[config.mk]
export PLATFORM = sky130hd
export DESIGN_NAME = fft_frame_arbiter
export DESIGN_NICKNAME = d
export VERILOG_FILES = /design/src/rtl/fft_frame_arbiter.sv
export SDC_FILE = /design/constraint.sdc
export NUM_CORES = 1
export LEC_CHECK = 0
export BUFFER_PORTS_ARGS = -buffer_cell sky130_fd_sc_hd__buf_4
export CELL_PAD_IN_SITES_DETAIL_PLACEMENT = 1
export CELL_PAD_IN_SITES_GLOBAL_PLACEMENT = 1
export CORE_UTILIZATION = 28
export CTS_CLUSTER_SIZE = 10
export DETAILED_ROUTE_END_ITERATION = 8
export PLACE_DENSITY_LB_ADDON = 0.05
export SLEW_MARGIN = 15
export SYNTH_ARGS = -nofsm -noshare
export SYNTH_HDL_FRONTEND = slang
export SYNTH_SLANG_ARGS = --single-unit
export TNS_END_PERCENT = 100
[constraint.sdc]
create_clock -name clk -period 3.51 [get_ports clk]
set_input_delay 0.351 -clock clk [delete_from_list [all_inputs] [get_ports clk]]
set_output_delay 0.351 -clock clk [all_outputs]
set_load 0.03 [all_outputs]
[src/rtl/fft_frame_arbiter.sv]
// Frame-granular round-robin arbiter sharing one streaming FFT core between two
// sample sources; output frames are tagged with their source channel and last sample.
module fft_frame_arbiter #(
    parameter int DATA_WIDTH   = 16,
    parameter int OUTPUT_WIDTH = 24,
    parameter int FFT_N        = 256,
    parameter int TAG_DEPTH    = 4
) (
    input  logic                      clk,
    input  logic                      rst_n,
    input  logic                      s0_valid,
    output logic                      s0_ready,
    input  logic [2*DATA_WIDTH-1:0]   s0_data,
    input  logic                      s1_valid,
    output logic                      s1_ready,
    input  logic [2*DATA_WIDTH-1:0]   s1_data,
    output logic                      core_in_valid,
    input  logic                      core_in_ready,
    output logic [2*DATA_WIDTH-1:0]   core_in_data,
    input  logic                      core_out_valid,
    output logic                      core_out_ready,
    input  logic [2*OUTPUT_WIDTH-1:0] core_out_data,
    output logic                      m_axis_valid,
    input  logic                      m_axis_ready,
    output logic [2*OUTPUT_WIDTH-1:0] m_axis_data,
    output logic                      m_axis_chan,
    output logic                      m_axis_last,
    output logic                      err,
    output logic                      arb_state
);

    // Handshakes: a transfer happens on any rising edge where valid and ready are
    // both high; ready never depends combinationally on valid of the same side.

    localparam int CW = $clog2(FFT_N);
    localparam int TW = (TAG_DEPTH > 1) ? $clog2(TAG_DEPTH) : 1;
    localparam logic [CW-1:0] CNT_LAST  = CW'(FFT_N - 1);
    localparam logic [TW:0]   TAG_FULL  = (TW + 1)'(TAG_DEPTH);
    localparam logic [TW-1:0] PTR_LAST  = TW'(TAG_DEPTH - 1);

    typedef enum logic {
        ST_IDLE   = 1'b0,
        ST_STREAM = 1'b1
    } state_t;

    state_t          state, state_next;
    logic            grant, grant_next;
    logic            rr_ptr, rr_next;
    logic [CW-1:0]   in_cnt;
    logic [CW-1:0]   out_cnt;
    logic            in_fire, out_fire, push, pop;

    logic [TAG_DEPTH-1:0] tag_mem;
    logic [TW-1:0]        wr_ptr, rd_ptr;
    logic [TW:0]          tag_count;
    logic                 tag_full, tag_empty;

    assign arb_state = (state == ST_STREAM);

    // Input arbitration and per-frame pass-through of the granted channel
    always_comb begin
        state_next    = state;
        grant_next    = grant;
        rr_next       = rr_ptr;
        push          = 1'b0;
        s0_ready      = 1'b0;
        s1_ready      = 1'b0;
        core_in_valid = 1'b0;
        core_in_data  = grant ? s1_data : s0_data;
        case (state)
            ST_IDLE: begin
                if (!tag_full && (s0_valid || s1_valid)) begin
                    grant_next = (s0_valid && s1_valid) ? rr_ptr : s1_valid;
                    state_next = ST_STREAM;
                end
            end
            ST_STREAM: begin
                core_in_valid = grant ? s1_valid : s0_valid;
                s0_ready      = ~grant & core_in_ready;
                s1_ready      = grant & core_in_ready;
                if (core_in_valid && core_in_ready && (in_cnt == CNT_LAST)) begin
                    push       = 1'b1;
                    rr_next    = ~grant;
                    state_next = ST_IDLE;
                end
            end
            default: state_next = ST_IDLE;
        endcase
        in_fire = core_in_valid & core_in_ready;
    end

    always_ff @(posedge clk or negedge rst_n) begin
        if (!rst_n) begin
            state  <= ST_IDLE;
            grant  <= 1'b0;
            rr_ptr <= 1'b0;
            in_cnt <= '0;
        end else begin
            state  <= state_next;
            grant  <= grant_next;
            rr_ptr <= rr_next;
            if (state == ST_IDLE) begin
                in_cnt <= '0;
            end else if (in_fire) begin
                in_cnt <= in_cnt + CW'(1);
            end
        end
    end

    // Output side is gated entirely by the presence of a pending channel tag
    assign tag_empty      = (tag_count == '0);
    assign tag_full       = (tag_count == TAG_FULL);
    assign m_axis_valid   = core_out_valid & ~tag_empty;
    assign core_out_ready = m_axis_ready & ~tag_empty;
    assign m_axis_data    = core_out_data;
    assign m_axis_chan    = tag_mem[rd_ptr];
    assign m_axis_last    = (out_cnt == CNT_LAST);
    assign out_fire       = m_axis_valid & m_axis_ready;
    assign pop            = out_fire & m_axis_last;

    always_ff @(posedge clk or negedge rst_n) begin
        if (!rst_n) begin
            out_cnt <= '0;
            err     <= 1'b0;
        end else begin
            if (out_fire) begin
                out_cnt <= out_cnt + CW'(1);
            end
            if (core_out_valid && tag_empty) begin
                err <= 1'b1;
            end
        end
    end

    // Channel-tag FIFO: one bit per frame currently inside the core
    always_ff @(posedge clk or negedge rst_n) begin
        if (!rst_n) begin
            tag_mem   <= '0;
            wr_ptr    <= '0;
            rd_ptr    <= '0;
            tag_count <= '0;
        end else begin
            if (push) begin
                tag_mem[wr_ptr] <= grant;
                wr_ptr          <= (wr_ptr == PTR_LAST) ? '0 : wr_ptr + TW'(1);
            end
            if (pop) begin
                rd_ptr <= (rd_ptr == PTR_LAST) ? '0 : rd_ptr + TW'(1);
            end
            case ({push, pop})
                2'b10:   tag_count <= tag_count + (TW + 1)'(1);
                2'b01:   tag_count <= tag_count - (TW + 1)'(1);
                default: tag_count <= tag_count;
            endcase
        end
    end

endmodule

### Yosys cells after proc, flatten, opt, wreduce, memory -nomap -nowiden

Index checks and enable logic that the tools add are counted.

* bits in registers: 31
* bits of input ports: 119
* output and inout port bits: 89
* word-level logic and storage cells: 70

* add/sub/neg operators: 6
* magnitude comparators: 3
* equality and inequality tests: 8
* mux-type cells: 21
* bitwise gates (word level): 10
* reduce and logical (&&, ||, !) cells: 12

Operators by type and width (number)
* 32-bit 2-to-1 mux: 1
* 8-bit by 1-bit adder with 8-bit output, second input constant: 2
* 8-bit equality test, second input constant: 2
* 8-bit 2-to-1 mux: 2
* 1-bit 2-to-1 mux: 11
* 1-bit AND: 7
* 2-bit equality test, second input constant: 3
* 1-bit logical AND: 6
* 2-bit by 3-bit < comparator with 1-bit output, second input constant: 2
* 3-bit one-hot mux with 2 select lines: 1
* 2-bit by 1-bit adder with 2-bit output, second input constant: 2
* 4-bit bitwise mux: 1
* 2-bit 2-to-1 mux: 2
* 2-bit AND reduction: 2
* 3-bit by 1-bit adder with 3-bit output, second input constant: 1
* 3-bit equality test, second input constant: 1
* 3-bit zero test: 1
* 1-bit inverter: 3
* 3-bit by 1-bit subtractor with 3-bit output, second input constant: 1
* 1-bit binary-select mux with 2-bit select: 1
* 1-bit demux with 2-bit select: 1
* 2-bit by 1-bit equality test with 1-bit output, second input constant: 1
* 2-bit by 1-bit >= comparator with 1-bit output, second input constant: 1
* 2-bit by 1-bit inequality test with 1-bit output, second input constant: 1
* 4 further kinds: 4

### Longest topological paths before layout

Gate-level depths: netlist of run 1.

* depth in word-level cells: 7
* depth in mapped cells: 10
* gate-level depth less buffers: 10

### Least setup slack after synthesis of run 1

OpenSTA, ideal clock, no wires.

* path kind: flip-flop to flip-flop
* start: register out_cnt[5]
* end: register tag_count[2]
* library setup time: 0.079 ns
* data arrival time: 2.121 ns
* path slack: 1.310 ns
* stages on the path, launching flop included: 10
* path buffers: 0
* period minus slack after synthesis: 2.200 ns
* path through: dfrtp_1 -> and4_1 -> and4_1 -> and2_1 -> ha_1 -> inv_1 -> fa_1 -> xor2_1 -> nor2_1 -> xor2_1

* cells in the longest elaborated chain, start to end: 4
* elaborated cells between the ends (all ways): 6

Ends and longest elaborated chain
* from (decl): RTL line 50 `logic [CW-1:0] out_cnt;`
* from (signal assigned): RTL line 127 `out_cnt <= out_cnt + CW'(1);`
* 8-bit equality test *: RTL line 117 `assign m_axis_last = (out_cnt == CNT_LAST);`
* net m_axis_last: RTL line 27 `output logic m_axis_last,`
* 1-bit AND *: RTL line 119 `assign pop = out_fire & m_axis_last;`
* net pop: RTL line 51 `logic in_fire, out_fire, push, pop;`
* 2-bit by 1-bit equality test with 1-bit output / 2-bit equality test (equally long branches): RTL line 150 `case ({push, pop})`
* 3-bit one-hot mux with 2 select lines / 2-bit nonzero test (equally long branches)
* to (signal assigned): RTL line 151 `2'b10: tag_count <= tag_count + (TW + 1)'(1);`
* to (signal assigned): RTL line 152 `2'b01: tag_count <= tag_count - (TW + 1)'(1);`
* to (signal assigned): RTL line 153 `default: tag_count <= tag_count;`
* to (decl): RTL line 55 `logic [TW:0] tag_count;`

The timed path passes the listed nets; every way through them passes the cells marked *.
A chain may end at the register's enable or synchronous reset.

### Worst setup path in the final report of run 1

* start: register grant
* end: register tag_count[2]

* cells in the longest elaborated chain, start to end: 7
* elaborated cells between the ends (all ways): 9

Ends and longest elaborated chain
* from (decl): RTL line 47 `logic grant, grant_next;`
* from (signal assigned): RTL line 100 `grant <= grant_next;`
* 1-bit 2-to-1 mux *: RTL line 78 `core_in_valid = grant ? s1_valid : s0_valid;`
* 1-bit logical AND * (2 in a row): RTL line 81 `if (core_in_valid && core_in_ready && (in_cnt == CNT_LAST)) begin`
* 1-bit 2-to-1 mux *: RTL line 81
* 1-bit 2-to-1 mux *: RTL line 70 `case (state)`
* 2-bit by 1-bit equality test with 1-bit output / 2-bit equality test (equally long branches): RTL line 150
* 3-bit one-hot mux with 2 select lines / 2-bit nonzero test (equally long branches)

Every way passes the cells marked *; elsewhere a longest branch is shown, timed or not.

==> key figures, run 1 <==
Global route
  • Initial antenna violation count: 0
  • Met3 Usage GRT: 4.63%
  • Met2 usage: 23.9%
  • Global-route wire length before repair: about 9.3 mm
  • Grt ovf: 0
  • Largest net degree at the start of global routing: 42
  • Gr usage total: 13.9%
  • Vias in the first global route: 1912
  • Busiest grt layer: met2
  • M1 GR Usage: between 10% and 20%

Setup path
  • Critical path class: register to register
  • Crit path max fanout: 7
  • Worst Path Required: between 3 and 4 ns
  • Flop-to-flop setup slack: 1.30 ns
  • Crit path launch type: register
  • R2R Path Start: grant
  • Critical path data arrival time: 2.42 ns
  • Crit path capture type: register
  • Worst R2R End: tag_count[2]
  • FF-to-FF path depth: 9

Die
  • Die Wd: 93.2 um
  • Row count: 32
  • Core area: 0.00789 mm2
  • I/O pins: ~210
  • Starting density of the core: 29.5%
  • Die Span Y: 93.2 um
  • Die area: a little under 0.009 mm2

Routing
  • DR vias: 1816
  • Routed WL: 5.94 mm
  • DR pass1 iterations: 3
  • Via density per instance: 4.56
  • Post-route ant nets: 0
  • DRC: 0
  • Initial DRC count: 29
  • WL/cell: ~15 um

Flow run
  • Max Cap Viol: 0

Power
  • Power Density: 481 mW/mm2
  • Leak Pwr: 0.00149 uW
  • Final Power: approximately 1400 uW
  • Maximum vdd ir drop: 0.168 mV

Logic synthesis
  • Area share of fa/ha/maj cells after synthesis: 5.16%
  • Synthesis warning total: 0
  • Syn Nets: between 300 and 400
  • Library cells used by synthesis: 34
  • Cell taking the most area after synthesis: dfrtp_1
  • Post-Syn Instances: 230
  • Simple-Gate Fraction of Synth Area: 12.3%
  • Flop and latch count out of synthesis: 31
  • Largest family of logic cells by synthesized area: multiplexers
  • Synth Area in XOR/XNOR: under 10%
  • Share of the synthesized area in the top cell type: 33.3%
  • Mux contribution to synthesized area: 22.2%
  • Synth top area cells: dfrtp_1 33%, mux2_2 18%, buf_4 16%
  • Mean Syn Cell Area: around 10 um2
  • Sequential share of the synthesized area: between 30% and 40%
  • Complex-gate fraction of the synthesized area: ~2.6%
  • Synthesized area: 0.00233 mm2

Clocking
  • CTS Hold Buffers Added: 0
  • Setup Buffers After CTS: 0
  • Post-CTS sizing: 0
  • # clock sinks: 31
  • CTS tree: built
  • Clock Pin Slew Worst Setup and Hold Paths: 0.07 ns
  • H-tree levels: 2
  • Total CTS buffers: 5
  • CTS Buffer Depth: 2
  • Clock Latency Late Sink: 0.28 ns
  • Clock root buffer: clkbuf_8

Finish
  • Growth of design area from synthesis to finish: 28.9%
  • Multi-input logic area: 0.00113 mm2
  • Layout cells sized above 1: a little over half
  • Most frequent cells in the layout: 112 x buf_4, 37 x mux2_2, 31 x dfrtp_1, 17 x nor2_1
  • Final nets: 424
  • Final Non-Filler Cells: 398
  • Diodes inserted: 0
  • Commonest non-fill, non-tap cell in the layout: buf_4
  • Final instance area: around 0.0030 mm2
  • Register Area: 776 um2
  • # fillers: 927

Place
  • Post-DP HPWL: 4.95 mm
  • DP Area: 0.00292 mm2
  • Placed Cells: between 300 and 400
  • Final Wtd Congestion: 0.739
  • # port buffers: 111

Outcome
  • Failing checks: negative hold slack
  • Outcome: complete, but fails checks

STA
  • Final slew viol count: 0
  • Fmax: between 400 and 500 MHz
  • Worst hold slack: -0.00515 ns
  • Max transition margin: slightly below 70%
  • RSZ-0062 raised after global routing: no
  • Layout Skew: 0.00456 ns
  • Final Hold Fails: 5
  • Final setup violation count: 0
  • Setup TNS: 0 ns
  • Slew @ Worst Pin: 0.474 ns
  • Post-route minimum period: 2.21 ns
  • Ratio of final minimum period to clock period: 63.1%

Worst hold path
  • Hold WC Path Type: input pin to async pin
[cell families after synthesis]
family | count (synthesis)
adder cells (fa/ha/maj) | 9
flip-flops | 31
AO/OA/AOI/OAI | 8
XOR/XNOR | 17
buffers and inverters | 63
multiplexers | 45
AND/OR/NAND/NOR | 57
[sequential cells by signal, summed over array words and instances, names as in the netlist]
| signal | count |
|---|---|
| in_cnt | 8 |
| err | 1 |
| rd_ptr | 2 |
| tag_count | 3 |
| wr_ptr | 2 |
| grant | 1 |
| tag_mem | 4 |
| out_cnt | 8 |
| rr_ptr | 1 |
| arb_state | 1 |
[cell type report]
| type | count | area share, % |
|---|---|---|
| clock inverter | 1 | 0.167 |
| clock buffer | 6 | 2.75 |
| inverter | 10 | 1.25 |
| tap | 102 | 4.25 |
| timing repair buffer | 112 | 28.0 |
| multi-input combinational | 136 | 37.8 |
| sequential | 31 | 25.8 |
[stage by stage]
step | utilization [%] | hold slack [ns] | setup WS (ns)
floorplan | - | 0.0554 | 1.31
global placement | 37.0 | 0.324 | 1.30
detailed placement | 37.0 | 0.319 | 1.25
CTS | 38.1 | 0.00812 | 1.27
global route | 38.1 | 0.0238 | 1.08
finish | 38.1 | -0.00515 | 1.30
[how the worst max path moves through the flow]
stage	startpoint	end	slack (ns)	cells after the start
final	grant	tag_count[2]	1.30	9
after global routing	arb_state	tag_count[2]	1.08	9
after CTS	grant	tag_count[2]	1.27	9
after detailed placement	s1_valid	tag_count[2]	1.25	10
after global placement	s1_valid	tag_count[2]	1.30	10
after floorplan	out_cnt[5]	tag_count[2]	1.31	9
[power by group]
part / total, uW / internal (uW) / switching (uW) / leakage, uW
Clock: 283 / 154 / 129 / 0.0000470
Combinational: 691 / 317 / 374 / 0.00105
Sequential: 472 / 417 / 54.8 / 0.000397
[worst max-delay path, stage by stage (launching register included)]
cell,delay [ns]
dfrtp_1,0.38
mux2i_2,0.47
nor3_4,0.12
nand2_2,0.14
ha_1,0.20
inv_1,0.06
fa_1,0.37
xor2_1,0.15
nor2_1,0.11
xor2_1,0.15
[layer usage]
metal,up-vias,wire (um)
met5,-,0
met4,0,68
met3,8,434
met2,81,3010
met1,869,2430
li1,858,-
[cells in the mapped netlist (all sizes together)]
cell type / number
a21o: 1
a21oi: 2
a31oi: 2
and2: 1
and3: 2
and4: 2
buf: 49
clkbuf: 4
clkinv: 1
dfrtp: 31
fa: 1
ha: 8
inv: 9
mux2: 41
mux2i: 3
mux4: 1
nand2: 13
nand3: 12
nand4: 1
nor2: 17
nor2b: 2
nor3: 3
nor4: 2
nor4b: 1
o21ai: 1
o311ai: 1
o41ai: 1
or3b: 1
xnor2: 10
xor2: 7
No activity file was read; power rests on OpenSTA's default activity.
==> run 2, diff against run 1 <==
--- a/config.mk
+++ b/config.mk
@@ -8,7 +8,7 @@
 export BUFFER_PORTS_ARGS = -buffer_cell sky130_fd_sc_hd__buf_4
 export CELL_PAD_IN_SITES_DETAIL_PLACEMENT = 1
 export CELL_PAD_IN_SITES_GLOBAL_PLACEMENT = 1
-export CORE_UTILIZATION = 28
+export CORE_UTILIZATION = 23
 export CTS_CLUSTER_SIZE = 10
 export DETAILED_ROUTE_END_ITERATION = 8
 export PLACE_DENSITY_LB_ADDON = 0.05
==> constraint.sdc (replaced) <==
create_clock -name clk -period 1.8 [get_ports clk]
set_input_delay 0.18 -clock clk [delete_from_list [all_inputs] [get_ports clk]]
set_output_delay 0.18 -clock clk [all_outputs]
set_load 0.03 [all_outputs]
==> key figures, run 2 (synthesis gave the netlist of run 1 again) <==
Routing
  • DR vias: 1967 (was 1816)
  • DRC: 0 (unchanged)
  • Routed WL: 7.39 mm (was 5.94 mm)
  • Post-route ant nets: 0 (unchanged)
  • Initial DRC count: 22 (was 29)
  • Via density per instance: 4.24 (was 4.56)
  • DR pass1 iterations: 2 (was 3)
  • WL/cell: 15.9 um (was 14.9 um)

STA
  • Fmax: 509 MHz (was 452 MHz)
  • Post-route minimum period: 1.96 ns (was 2.21 ns)
  • Worst hold slack: 0.130 ns (was -0.00515 ns)
  • Ratio of final minimum period to clock period: 109% (was 63.1%)
  • Setup TNS: -0.163 ns (was 0 ns)
  • Final Hold Fails: 0 (was 5)
  • Final setup violation count: 1 (was 0)
  • Slew @ Worst Pin: 0.425 ns (was 0.474 ns)
  • Final worst slack: -0.163 ns (was 1.30 ns)
  • RSZ-0062 raised after global routing: yes (was no)
  • Max transition margin: 71.6% (was 67.8%)
  • Final slew viol count: 0 (unchanged)
  • Layout Skew: 0.00782 ns (was 0.00456 ns)

Global route
  • Vias in the first global route: 2071 (was 1912)
  • Met3 Usage GRT: 5.42% (was 4.63%)
  • Global-route wire length before repair: 10.8 mm (was 9.33 mm)
  • Initial antenna violation count: 0 (unchanged)
  • Largest net degree at the start of global routing: 42 (unchanged)
  • Busiest grt layer: met2 (unchanged)
  • Grt ovf: 0 (unchanged)
  • Met2 usage: 22.9% (was 23.9%)
  • M1 GR Usage: 15.7% (was 16.0%)
  • Gr usage total: 13.5% (was 13.9%)

Finish
  • Final nets: 458 (was 424)
  • Growth of design area from synthesis to finish: 45.5% (was 28.9%)
  • Diodes inserted: 0 (unchanged)
  • Final Non-Filler Cells: 464 (was 398)
  • Layout cells sized above 1: 61.6% (was 54.4%)
  • Commonest non-fill, non-tap cell in the layout: buf_4 (unchanged)
  • Largest registers: in_cnt: 8 flops, out_cnt: 8 flops, tag_mem: 4 flops (unchanged)
  • Most frequent cells in the layout: 142 x buf_4, 36 x mux2_2, 30 x dfrtp_1, 16 x nor2_1, 12 x nand2_1 (was 112 x buf_4, 37 x mux2_2, 31 x dfrtp_1, 17 x nor2_1)
  • Final Core Density: 34.7% (was 38.1%)

Setup path
  • Crit path launch type: register (unchanged)
  • Crit path max fanout: 2 (was 7)
  • Critical path data arrival time: 2.15 ns (was 2.42 ns)
  • Crit path capture type: register (unchanged)
  • Worst Path Required: 1.99 ns (was 3.71 ns)
  • Critical path class: register to register (unchanged)

Die
  • I/O pins: 208 (unchanged)
  • Die Span Y: 103 um (was 93.2 um)
  • Row count: 36 (was 32)
  • Die Wd: 103 um (was 93.2 um)
  • Starting density of the core: 23.8% (was 29.5%)
  • Die area: 0.0105 mm2 (was 0.00869 mm2)
  • Core area: 0.00977 mm2 (was 0.00789 mm2)

Place
  • Post-DP HPWL: 5.79 mm (was 4.95 mm)
  • # port buffers: 111 (unchanged)
  • Final Wtd Congestion: 0.666 (was 0.739)
  • Placed Cells: 449 (was 391)

Power
  • Leak Pwr: 0.00168 uW (was 0.00149 uW)
  • Power Density: 933 mW/mm2 (was 481 mW/mm2)
  • Final Power: 3160 uW (was 1450 uW)
  • Maximum vdd ir drop: 0.378 mV (was 0.168 mV)

Clocking
  • Clock Pin Slew Worst Setup and Hold Paths: 0.07 ns (about the same)
  • # clock sinks: 31 (unchanged)
  • CTS Buffer Depth: 2 (unchanged)
  • H-tree levels: 2 (unchanged)
  • CTS tree: built (unchanged)
  • Total CTS buffers: 5 (unchanged)
  • Clock root buffer: clkbuf_8 (unchanged)
  • Clock Latency Late Sink: 0.28 ns (about the same)

Outcome
  • Outcome: complete, but fails checks (unchanged)
  • Failing checks: negative setup slack (was negative hold slack)

Worst hold path
  • Hold WC Path Type: input pin to register (was input pin to async pin)

Flow run
  • Max Cap Viol: 0 (unchanged)
## run 2: cell types whose count changed in the layout (fill, tap and decap cells not counted), sizes merged
cell and change:
buf +32, dlygate4sd3 +1, clkbuf +2
## run 2: cell type report
cell class	instances	area (um2)
Timing Repair Buffer	146	1140
Fill cell	1152	6380
Tap cell	133	166
Multi-Input combinational cell	136	1190
Inverter	10	38.8
Clock buffer	7	76.3
Sequential cell	31	777
Clock inverter	1	5.00
## run 2: critical path: stages (launching register included)
cell	delay, ns
dfrtp_1	0.35
and4_1	0.22
and4_4	0.21
and2_4	0.16
ha_4	0.13
inv_2	0.03
fa_2	0.32
xor2_1	0.14
nor2_1	0.11
xor2_1	0.20
## run 2: final timing paths
kind / startpoint / to / slack (ns) / depth (start not counted)
worst max register to register: out_cnt[5] / tag_count[2] / -0.16 / 9
worst max-delay path: out_cnt[5] / tag_count[2] / -0.16 / 9
worst min register to register: err / err / 0.47 / 1
worst min-delay path: s0_valid / grant / 0.13 / 2
max in group asynchronous: rst_n / arb_state / 1.09 / 2
min in group asynchronous: rst_n / tag_mem[2] / 0.38 / 2
## run 2: timing repair
action,CTS,global route
cloned,0,1
setup buffers,2,3
resized for setup,4,2
pin swaps,4,3
endpoints found under the hold margin,31,0
endpoints found under the setup margin,34,34
hold buffers,1,0
## run 2: where the power goes
group          internal (uW)  leakage (uW)  switching, uW
clock                    272     0.0000422            276
sequential               813      0.000397           83.2
combinational            869       0.00124            851
total                   1950       0.00168           1210
## run 2: per-layer routing
metal	wire length [um]	part of all wire [%]	vias up
met4	75	1.0	0
met3	894	12	9
li1	-	-	929
met5	0	0	-
met2	3620	49	99
met1	2800	38	930
## run 2: per-stage QoR
step / worst slack, ns / cell area [um2]
floorplan: -0.158 / 2380
global placement: -0.0903 / 3210
detailed placement: -0.118 / 3210
CTS: -0.190 / 3330
global route: -0.281 / 3390
finish: -0.163 / 3390
